### config.mk
export PLATFORM = sky130hd
export DESIGN_NAME = cic_comp_decim2
export DESIGN_NICKNAME = d
export VERILOG_FILES = /design/src/rtl/cic_comp_pkg.sv /design/src/rtl/cic_comp_decim2_sat_round.sv /design/src/rtl/cic_comp_decim2.sv
export SDC_FILE = /design/constraint.sdc
export NUM_CORES = 1
export LEC_CHECK = 0
export ABC_AREA = 1
export CAP_MARGIN = 10
export CORE_AREA = 2 2 202 204
export DETAILED_ROUTE_END_ITERATION = 8
export DIE_AREA = 0 0 204 206
export DONT_BUFFER_PORTS = 1
export SLEW_MARGIN = 0
export SYNTH_ARGS = -nofsm -noshare
export SYNTH_HDL_FRONTEND = slang
export SYNTH_HIERARCHICAL = 1
export SYNTH_SLANG_ARGS = --single-unit
### constraint.sdc
create_clock -name clk -period 10.1 [get_ports clk]
set_input_delay 2.02 -clock clk [delete_from_list [all_inputs] [get_ports clk]]
set_output_delay 2.02 -clock clk [all_outputs]
set_load 0.02 [all_outputs]
### src/rtl/cic_comp_pkg.sv
// Shared constants and types for the CIC compensation decimator.
// Coefficients are symmetric, sum to 64, so a >>6 gives unity DC gain.
package cic_comp_pkg;

  localparam int NTAPS    = 8;
  localparam int ROUND_SH = 6;
  localparam int COEF_W   = 6;

  localparam logic signed [COEF_W-1:0] COEF [NTAPS] = '{
    -6'sd1, -6'sd2, 6'sd6, 6'sd29, 6'sd29, 6'sd6, -6'sd2, -6'sd1
  };

  typedef enum logic [1:0] {
    IDLE,
    MAC,
    RND,
    OUT
  } comp_state_t;

endpackage

### src/rtl/cic_comp_decim2_sat_round.sv
// Round-half-up by 2^ROUND_SH then clamp to the signed OUT_W range.
// Combinational, no latency; no flow control.
module sat_round import cic_comp_pkg::*; #(
  parameter int ACC_W = 23,
  parameter int OUT_W = 16
) (
  input  logic signed [ACC_W-1:0] acc,
  output logic signed [OUT_W-1:0] res
);

  localparam int SW = ACC_W + 1 - ROUND_SH;
  localparam logic [ACC_W:0] HALF = (ACC_W + 1)'(1) << (ROUND_SH - 1);

  logic [SW-1:0] shifted;
  logic          in_range;

  // One guard bit so adding the half-LSB can never wrap.
  assign shifted  = SW'(($signed({acc[ACC_W-1], acc}) + $signed(HALF)) >>> ROUND_SH);
  assign in_range = (&shifted[SW-1:OUT_W-1]) | ~(|shifted[SW-1:OUT_W-1]);

  always_comb begin
    res = shifted[OUT_W-1:0];
    if (!in_range) begin
      res = shifted[SW-1] ? {1'b1, {(OUT_W-1){1'b0}}} : {1'b0, {(OUT_W-1){1'b1}}};
    end
  end

endmodule

### src/rtl/cic_comp_decim2.sv
// Decimate-by-2 8-tap compensation FIR with a serial MAC; trigger in T -> out_valid in T+10.
// Output held until out_ready; inputs arriving while busy are dropped and flag overrun.
module cic_comp_decim2 import cic_comp_pkg::*; #(
  parameter int IN_W  = 14,
  parameter int OUT_W = 16
) (
  input  logic             clk,
  input  logic             reset,
  input  logic [IN_W-1:0]  in_data,
  input  logic             in_valid,
  output logic [OUT_W-1:0] out_data,
  output logic             out_valid,
  input  logic             out_ready,
  output logic             overrun,
  input  logic             clr_ovr
);

  localparam int ACC_W = IN_W + 9;
  localparam int K_W   = $clog2(NTAPS);
  localparam logic [K_W-1:0] K_LAST = K_W'(NTAPS - 1);

  comp_state_t             state, state_nxt;
  logic signed [IN_W-1:0]  x_dat [NTAPS];
  logic signed [IN_W-1:0]  samp;
  logic                    phase;
  logic [K_W-1:0]          k;
  logic signed [ACC_W-1:0] acc, prod;
  logic signed [OUT_W-1:0] rnd_dat;
  logic                    accept, trig, out_hs, start, ovr_set;

  // Offset binary to two's complement is just an MSB flip.
  assign samp    = {~in_data[IN_W-1], in_data[IN_W-2:0]};
  assign accept  = in_valid && (state == IDLE || state == OUT);
  assign trig    = accept && phase;
  assign out_hs  = out_valid && out_ready;
  assign ovr_set = (in_valid && !accept) || (trig && state == OUT && !out_hs);
  assign prod    = ACC_W'(COEF[k]) * ACC_W'(x_dat[k]);

  sat_round #(.ACC_W(ACC_W), .OUT_W(OUT_W)) u_sat_round (
    .acc (acc),
    .res (rnd_dat)
  );

  always_comb begin
    state_nxt = state;
    start     = 1'b0;
    case (state)
      IDLE: begin
        if (trig) begin
          state_nxt = MAC;
          start     = 1'b1;
        end
      end
      MAC: if (k == K_LAST) state_nxt = RND;
      RND: state_nxt = OUT;
      OUT: begin
        // A trigger while the result is still held only pushes the sample.
        if (out_hs) begin
          if (trig) begin
            state_nxt = MAC;
            start     = 1'b1;
          end else begin
            state_nxt = IDLE;
          end
        end
      end
      default: state_nxt = IDLE;
    endcase
  end

  always_ff @(posedge clk) begin
    if (reset) begin
      state     <= IDLE;
      phase     <= 1'b0;
      k         <= '0;
      acc       <= '0;
      out_data  <= '0;
      out_valid <= 1'b0;
      overrun   <= 1'b0;
      for (int i = 0; i < NTAPS; i++) x_dat[i] <= '0;
    end else begin
      state <= state_nxt;
      if (accept) begin
        for (int i = NTAPS - 1; i > 0; i--) x_dat[i] <= x_dat[i-1];
        x_dat[0] <= samp;
        phase    <= ~phase;
      end
      if (start) begin
        k   <= '0;
        acc <= '0;
      end else if (state == MAC) begin
        acc <= acc + prod;
        k   <= k + 1'b1;
      end
      if (state == RND) begin
        out_data  <= rnd_dat;
        out_valid <= 1'b1;
      end else if (out_hs) begin
        out_valid <= 1'b0;
      end
      if (ovr_set) overrun <= 1'b1;
      else if (clr_ovr) overrun <= 1'b0;
    end
  end

endmodule

==> results of run 1 <==
kinds of logic (layout without fill, tap and decap cells):
group,after synthesis,count (layout),synth area share
AO/OA/AOI/OAI,207,207,0.0922
adder cells (fa/ha/maj),139,139,0.193
XOR/XNOR,29,29,0.0222
buffers and inverters,389,381,0.129
AND/OR/NAND/NOR,553,553,0.194
flip-flops,162,162,0.370
area by class of cell:
cell class | count | area [um^2] | area share
well taps | 532 | 666 | 0.0516
clock buffers | 17 | 425 | 0.0330
inverters | 343 | 1290 | 0.0998
flip-flops and latches | 162 | 4370 | 0.338
repair buffers | 6 | 45.0 | 0.00349
clock inverters | 15 | 193 | 0.0149
multi-input cells | 928 | 5920 | 0.459
flip-flops by register name (all words and copies together), names as in the netlist, named ones only:
signal     flops
acc           23
k              3
out_data      16
out_valid      1
overrun        1
phase          1
state          2
x_dat        112
final timing paths:
| path | startpoint | endpoint | slack, ns | cells past startpoint |
|---|---|---|---|---|
| worst max-delay path | register | acc[19] | 4.05 | 25 |
| worst min-delay path | acc[0] | acc[0] | 0.47 | 2 |
| worst max register to register | register | acc[19] | 4.05 | 25 |
| worst min register to register | acc[0] | acc[0] | 0.47 | 2 |
synth_stat cells (6+ instances only):
cell type and number:
a21oi_1 92, dfxtp_1 50, inv_1 327, xor2_1 17, nand2_1 213, clkbuf_1 16, nor2_1 245, edfxtp_1 112
buf_2 22, nand2_2 6, xnor2_1 11, fa_1 71, inv_2 13, nand4_1 6, o21ai_1 20, o21ai_0 77
ha_1 68, nand3_1 62
layer usage:
layer  vias up  GRT usage  wire (um)
met5         -          0          0
met4         0     0.0336        366
met3        19     0.0199        764
met2       112      0.225      12600
met1      4184      0.166      12300
li1       4514          -          -
tightest hold or removal path, cell delays in order (launching register included):
cell	delay, ns
dfxtp_1	0.31
nand2_1	0.06
a21oi_1	0.05
metrics by stage:
step                 util  instances  hold WS [ns]  cell area, um^2  setup WS, ns
floorplan               -       1479         0.445            11800          2.50
global placement    0.306       1971         0.454            12300          4.09
detailed placement  0.306       1971         0.462            12300          4.06
CTS                 0.321       2003         0.475            12900          4.07
global route        0.321       2003         0.508            12900          3.54
finish              0.321       2003         0.474            12900          4.05
==> impl_results.md, run 1 <==
- DRT Wirelength: around 26000 um
- DP Wirelength: roughly 19000 um
- Drt pass-1 iters: 5
- Maximum root-to-sink buffer count: 2
- Synthesis-stage register bit count: 162
- Final setup violation count: 0
- Clock Skew: 0.0135 ns
- Syn. warnings: 6
- Area Growth Syn to Fin: 9.46%
- Seq/Total Area, Yosys: 0.370
- Drt via density: 4.41
- WL/cell: between 10 and 15 um
- CTS Hold Bufs: 0
- Height of the die: between 200 and 250 um
- Library cells used by synthesis: 40
- I/O Buffers: 0
- Share of the synthesized area in the top cell type: 0.285
- Final hold violations: 0
- Critical path peak fanout: 59
- Async set-or-reset flop fraction in the synthesized netlist: 0
- Unrepaired setup endpoints after global routing: no
- Top delay family on crit path: adder cells
- CTS Sinks: 162
- Most area-consuming cells after synthesis: edfxtp_1 (29%), fa_1 (12%), inv_1 (10%)
- DRC: 0
- GPL Wtd Cong: 0.871
- Largest net degree at the start of global routing: 113
- Max Fclk: roughly 0.17 GHz
- Post-DRT Antenna Nets: 0
- Initial antenna violation count: 0
- Worst-Margin Slew: about 1.2 ns
- Vias in the first global route: 8761
- Core footprint: 40200 um^2
- GRT Total Usage: 0.129
- Critical path arrival: 6.38 ns
- Total negative slack: 0 ns
- Final period util: 0.599
- Via count: between 8000 and 9000
- Synth Cell Area: 11800 um^2
- Outcome: completed
- Reg clk slew, reported paths: 0.07 ns
- Most frequent cells in the layout: inv_1 (327), nor2_1 (245), nand2_1 (212)
- Antenna cells: 0
- Ports: 37
- Num rows: 74
- Net count after synthesis: ~1600
- Top FF cell, synth: edfxtp_1
- CTS tree: yes
- Worst Path Required: 10.44 ns
- Area leader, netlist: edfxtp_1
- CP startpoint kind: register
- Hold crit path type: reg -> reg
- CP bufs+invs: 7
- Commonest non-fill, non-tap cell in the layout: inv_1
- CP dominant cell by count: nand2_1
- CP Capture Type: register
- TritonCTS buffer count: 17
- Syn avg cell area: between 7 and 8 um^2
- CP peak stage delay: 0.54 ns
- First-pass GRT wire length: 43600 um
- Relative slew slack: 0.208
- Maxcap violations: 0
- Category of the most critical setup path: reg -> reg
- Die Width: just over 200 um
- Ratio of cells with drive above 1 in the final layout: 0.0530
- Slowest stage cell, crit path: fa_1
- Die footprint: roughly 42000 um^2
- Global route total overflow: 0
- Cell count after synthesis: 1479
- Root buffer cell: clkbuf_16
- Fillcell total: 4303
- Post-CTS sizing: 0
- Worst skew pair latency: 0.44 ns
- Postcts setup bufs: 0
- Fin. max-slew vios: 0
- Initial core utilization: 0.293
- Final #Nets: 1616
- Initial DRC Count: 499
- Number of synthesized flops with an enable pin: 112
- H-tree levels: 4
- Tmin final: 6.05 ns
Power of run 1 is left out: the tool's default activity adds up to more than one toggle a clock period on the data nets, which glitch-free logic cannot reach.
==> run 2, diff against run 1 <==
Clock period 10.1 ns to 5.4 ns, I/O delays scaled along.
==> impl_results.md, run 2 (synthesis results as in run 1) <==
- Hold crit path type: reg -> reg
- Via count: roughly 9000
- Die footprint: between 40000 and 50000 um^2
- Critical path arrival: 5.48 ns
- Largest regs: x_dat x112, acc x23, out_data x16
- Vias in the first global route: 8697
- Num rows: 74
- Area Growth Syn to Fin: 10.9%
- Maxcap violations: 0
- Post-CTS sizing: 0
- Largest Register: x_dat
- DRC: 0
- Postcts setup bufs: 0
- WL/cell: roughly 13 um
- Worst r2r path cells: 21
- Drt via density: 4.40
- Fin. max-slew vios: 0
- Height of the die: 206 um
- Initial DRC Count: ~570
- Final hold violations: 0
- Max Fclk: 0.195 GHz
- Worst Path Required: around 5.8 ns
- FF+latch area: 4370 um^2
- Post-DRT Antenna Nets: 0
- Fillcell total: 4250
- Drt pass-1 iters: 5
- Max reg flops: ~110
- Ratio of cells with drive above 1 in the final layout: 0.0714
- Worst hold stages: 2
- Maximum root-to-sink buffer count: 2
- I/O Buffers: 0
- Ports: 37
- H-tree levels: 4
- Relative slew slack: 0.357
- GPL Wtd Cong: 0.893
- Initial antenna violation count: 0
- Die Width: 204 um
- DP Wirelength: 19100 um
- Tmin final: 5.12 ns
- Final setup violation count: 0
- CP Capture Type: register
- Most frequent cells in the layout: inv_1 (327), nor2_1 (239), nand2_1 (209)
- Core footprint: 40200 um^2
- Antenna cells: 0
- Global route total overflow: 0
- Total negative slack: 0 ns
- TritonCTS buffer count: 17
- Worst skew pair latency: 0.45 ns
- Unrepaired setup endpoints after global routing: no
- First-pass GRT wire length: 42300 um
- Largest net degree at the start of global routing: 113
- Critical path peak fanout: 15
- Reg clk slew, reported paths: 0.08 ns
- GRT Total Usage: 0.126
- Outcome: completed
- Category of the most critical setup path: reg -> reg
- CTS Hold Bufs: 0
- Clock Skew: 0.0255 ns
- Initial core utilization: 0.293
- Worst-Margin Slew: 0.964 ns
- Root buffer cell: clkbuf_16
- Final period util: 0.949
- CP startpoint kind: register
- Final #Nets: 1629
- DRT Wirelength: 25400 um
- CTS Sinks: around 160
- Multi-input logic area: 5960 um^2
- CTS tree: yes
- Commonest non-fill, non-tap cell in the layout: inv_1
## run 2: changes by cell type in the layout (fill, tap and decap cells not counted), sizes merged
cell    before  now
inv        349  348
clkbuf      17   18
buf          6   19
## run 2: final timing paths
path	startpoint	end	slack, ns
worst max-delay path	k[0]	acc[19]	0.28
worst min register to register	acc[0]	acc[0]	0.47
worst min-delay path	acc[0]	acc[0]	0.47
worst max register to register	k[0]	acc[19]	0.28
## run 2: routing by layer
metal | wire length, um | GRT usage | vias up
li1 | - | - | 4541
met5 | 0 | 0 | -
met3 | 798 | 0.0205 | 42
met4 | 726 | 0.0551 | 0
met1 | 12200 | 0.165 | 4147
met2 | 11700 | 0.206 | 134
## run 2: through the flow
step	area, um^2	instances	setup WS, ns	utilization	hold slack (ns)
2_1_floorplan	11800	1479	0.660	-	0.445
3_3_place_gp	12400	1984	0.149	0.309	0.454
3_5_place_dp	12400	1984	0.149	0.309	0.467
4_1_cts	13000	2016	0.136	0.324	0.479
5_1_grt	13100	2016	0.00225	0.325	0.493
6_report	13100	2016	0.275	0.325	0.473
## run 2: layout make-up
cell class                 instances  area share
clock inverter                    14      0.0118
sequential                       162       0.334
timing repair buffer              19      0.0153
inverter                         343      0.0987
multi-input combinational        928       0.456
clock buffer                      18      0.0328
tap                              532      0.0509
## run 2: critical path, cell delays in order (launching register included)
cell,delay (ns)
dfxtp_1,0.41
inv_1,0.11
ha_1,0.20
o21ai_0,0.23
inv_2,0.25
nor2_1,0.21
inv_1,0.08
fa_1,0.49
fa_1,0.52
fa_1,0.54
inv_1,0.05
fa_1,0.48
ha_1,0.38
nand2_1,0.16
nor2_1,0.17
inv_1,0.07
nor3_1,0.23
nand3_1,0.14
nand4_1,0.12
nand3_1,0.08
nand2_1,0.07
inv_1,0.03
Power of run 2 is left out for the same reason.
==> edit: new RTL, flow settings as in run 1 <==
Re-encode `comp_state_t` (4 states) as Gray code, 2 bits wide.
--- a/src/rtl/cic_comp_pkg.sv
+++ b/src/rtl/cic_comp_pkg.sv
@@ -11,10 +11,10 @@
   };
 
   typedef enum logic [1:0] {
-    IDLE,
-    MAC,
-    RND,
-    OUT
+    IDLE = 2'b00,
+    MAC  = 2'b01,
+    RND  = 2'b11,
+    OUT  = 2'b10
   } comp_state_t;
 
 endpackage
Formal check against the unedited RTL: same outputs for any inputs over 10 cycles, from zero or initial values and one cycle with reset high; not proved beyond that.
==> edit against run 1 <==
Setup slack improved by 350 ps; synthesized cell count hardly changed; via count fell by 1.1%; sequential cell count stayed put; global-route usage is 0.31 points lower; routed wire length down 5.3%; synthesized area decreased by 0.64%; cell area decreased by 0.65%; critical endpoint is now acc[16]; utilization is 0.21 points lower; largest cell class unchanged; critical path type unchanged.
Power is left out: it rests on default switching activity, and per cell area and clock period it moved more than threefold.
==> edit: results (changes against run 1) <==
status: finished, final reports clean
dpl hpwl: 18600 um (-3.4%)
clk_skew: 10.4 ps (-3.11 ps)
Worst Hold Launch: phase
Clk Latency, worst-skew pair: 450 ps
FF+latch area: 4370 um^2 (unchanged)
IO Port Bufs: 0 (unchanged)
Slew @ Worst Pin: 1130 ps (-63.4 ps)
Pre-antenna DRT Iters: 8 (+3)
grt met2 use: 21.1% (-1.5 points)
biggest regs: x_dat: 112 flops, acc: 23 flops, out_data: 16 flops
crit-path max FO: 30 (-49%)
met3 wire length: 791 um (+3.5%)
worst reg-to-reg path cell count: 26 (+4.0%)
Fillers: 4281 (-0.51%)
vias in the first global route: 8689 (-0.82%)
met3 Resource Use GR: 2.55% (+0.57 points)
synth cell count leaders: 324 x inv_1, 244 x nor2_1, 232 x nand2_1, 112 x edfxtp_1, 81 x a21oi_1
GRT Util Overall: 12.6% (-0.31 points)
Vias/cell: 4.36 (-1.0%)
WL final: 24700 um (-5.3%)
RR Endpoint: acc[16]
largest net degree at the start of global routing: 93 (-18%)
met1 global-route usage: 16.4% (-0.19 points)
Seq/Total Area, Yosys: 37.3% (+0.24 points)
Hold EP: phase
Yosys cell types: 41 (+2.5%)
met2 WL post-DR: 11400 um (-10%)
ranking of synthesized cells by area: edfxtp_1 29%, fa_1 12%, inv_1 10%
1st-iter DRT viols: 638 (+28%)
DP Worst Slack: 4410 ps (+355 ps)
first-pass GRT wire length: 42300 um (-3.1%)
M1 wire length: 12200 um (-1.1%)
Placer Congestion: 0.929 (+6.7%)
WP data arrival: 6040 ps (-340 ps)
layout cells sized above 1: 5.24% (-0.064 points)
placed cells: 1970 (-0.051%)
Min Hold Slack: 494 ps (+19.7 ps)
[edit: cells by family (layout without fill, tap and decap cells)]
| group | Yosys count | count (layout) | share of synthesized area, % |
|---|---|---|---|
| buf+inv | 387 | 379 | 12.9 |
| flops | 162 | 162 | 37.3 |
| fa+ha+maj | 135 | 135 | 19.0 |
| simple gates | 568 | 568 | 19.9 |
| compound gates | 200 | 200 | 8.98 |
| xor+xnor | 26 | 26 | 2.01 |
[edit: how the worst max path moves through the flow]
stage / startpoint / to / slack [ps] / depth (start not counted)
floorplan: in_valid / x_dat[0][0] / 2490 / 2
global placement: register / acc[16] / 4400 / 23
detailed placement: register / acc[16] / 4410 / 26
CTS: register / acc[16] / 4400 / 26
global route: register / acc[16] / 4000 / 24
finish: register / acc[16] / 4410 / 26
[edit: cell type report]
cell class                 count  share of cell area (%)
clock buffer                  17                    3.32
clock inverter                15                    1.36
inverter                     341                    9.99
multi-input combinational    929                    45.7
sequential                   162                    34.1
tap                          532                    5.19
timing repair buffer           6                   0.351
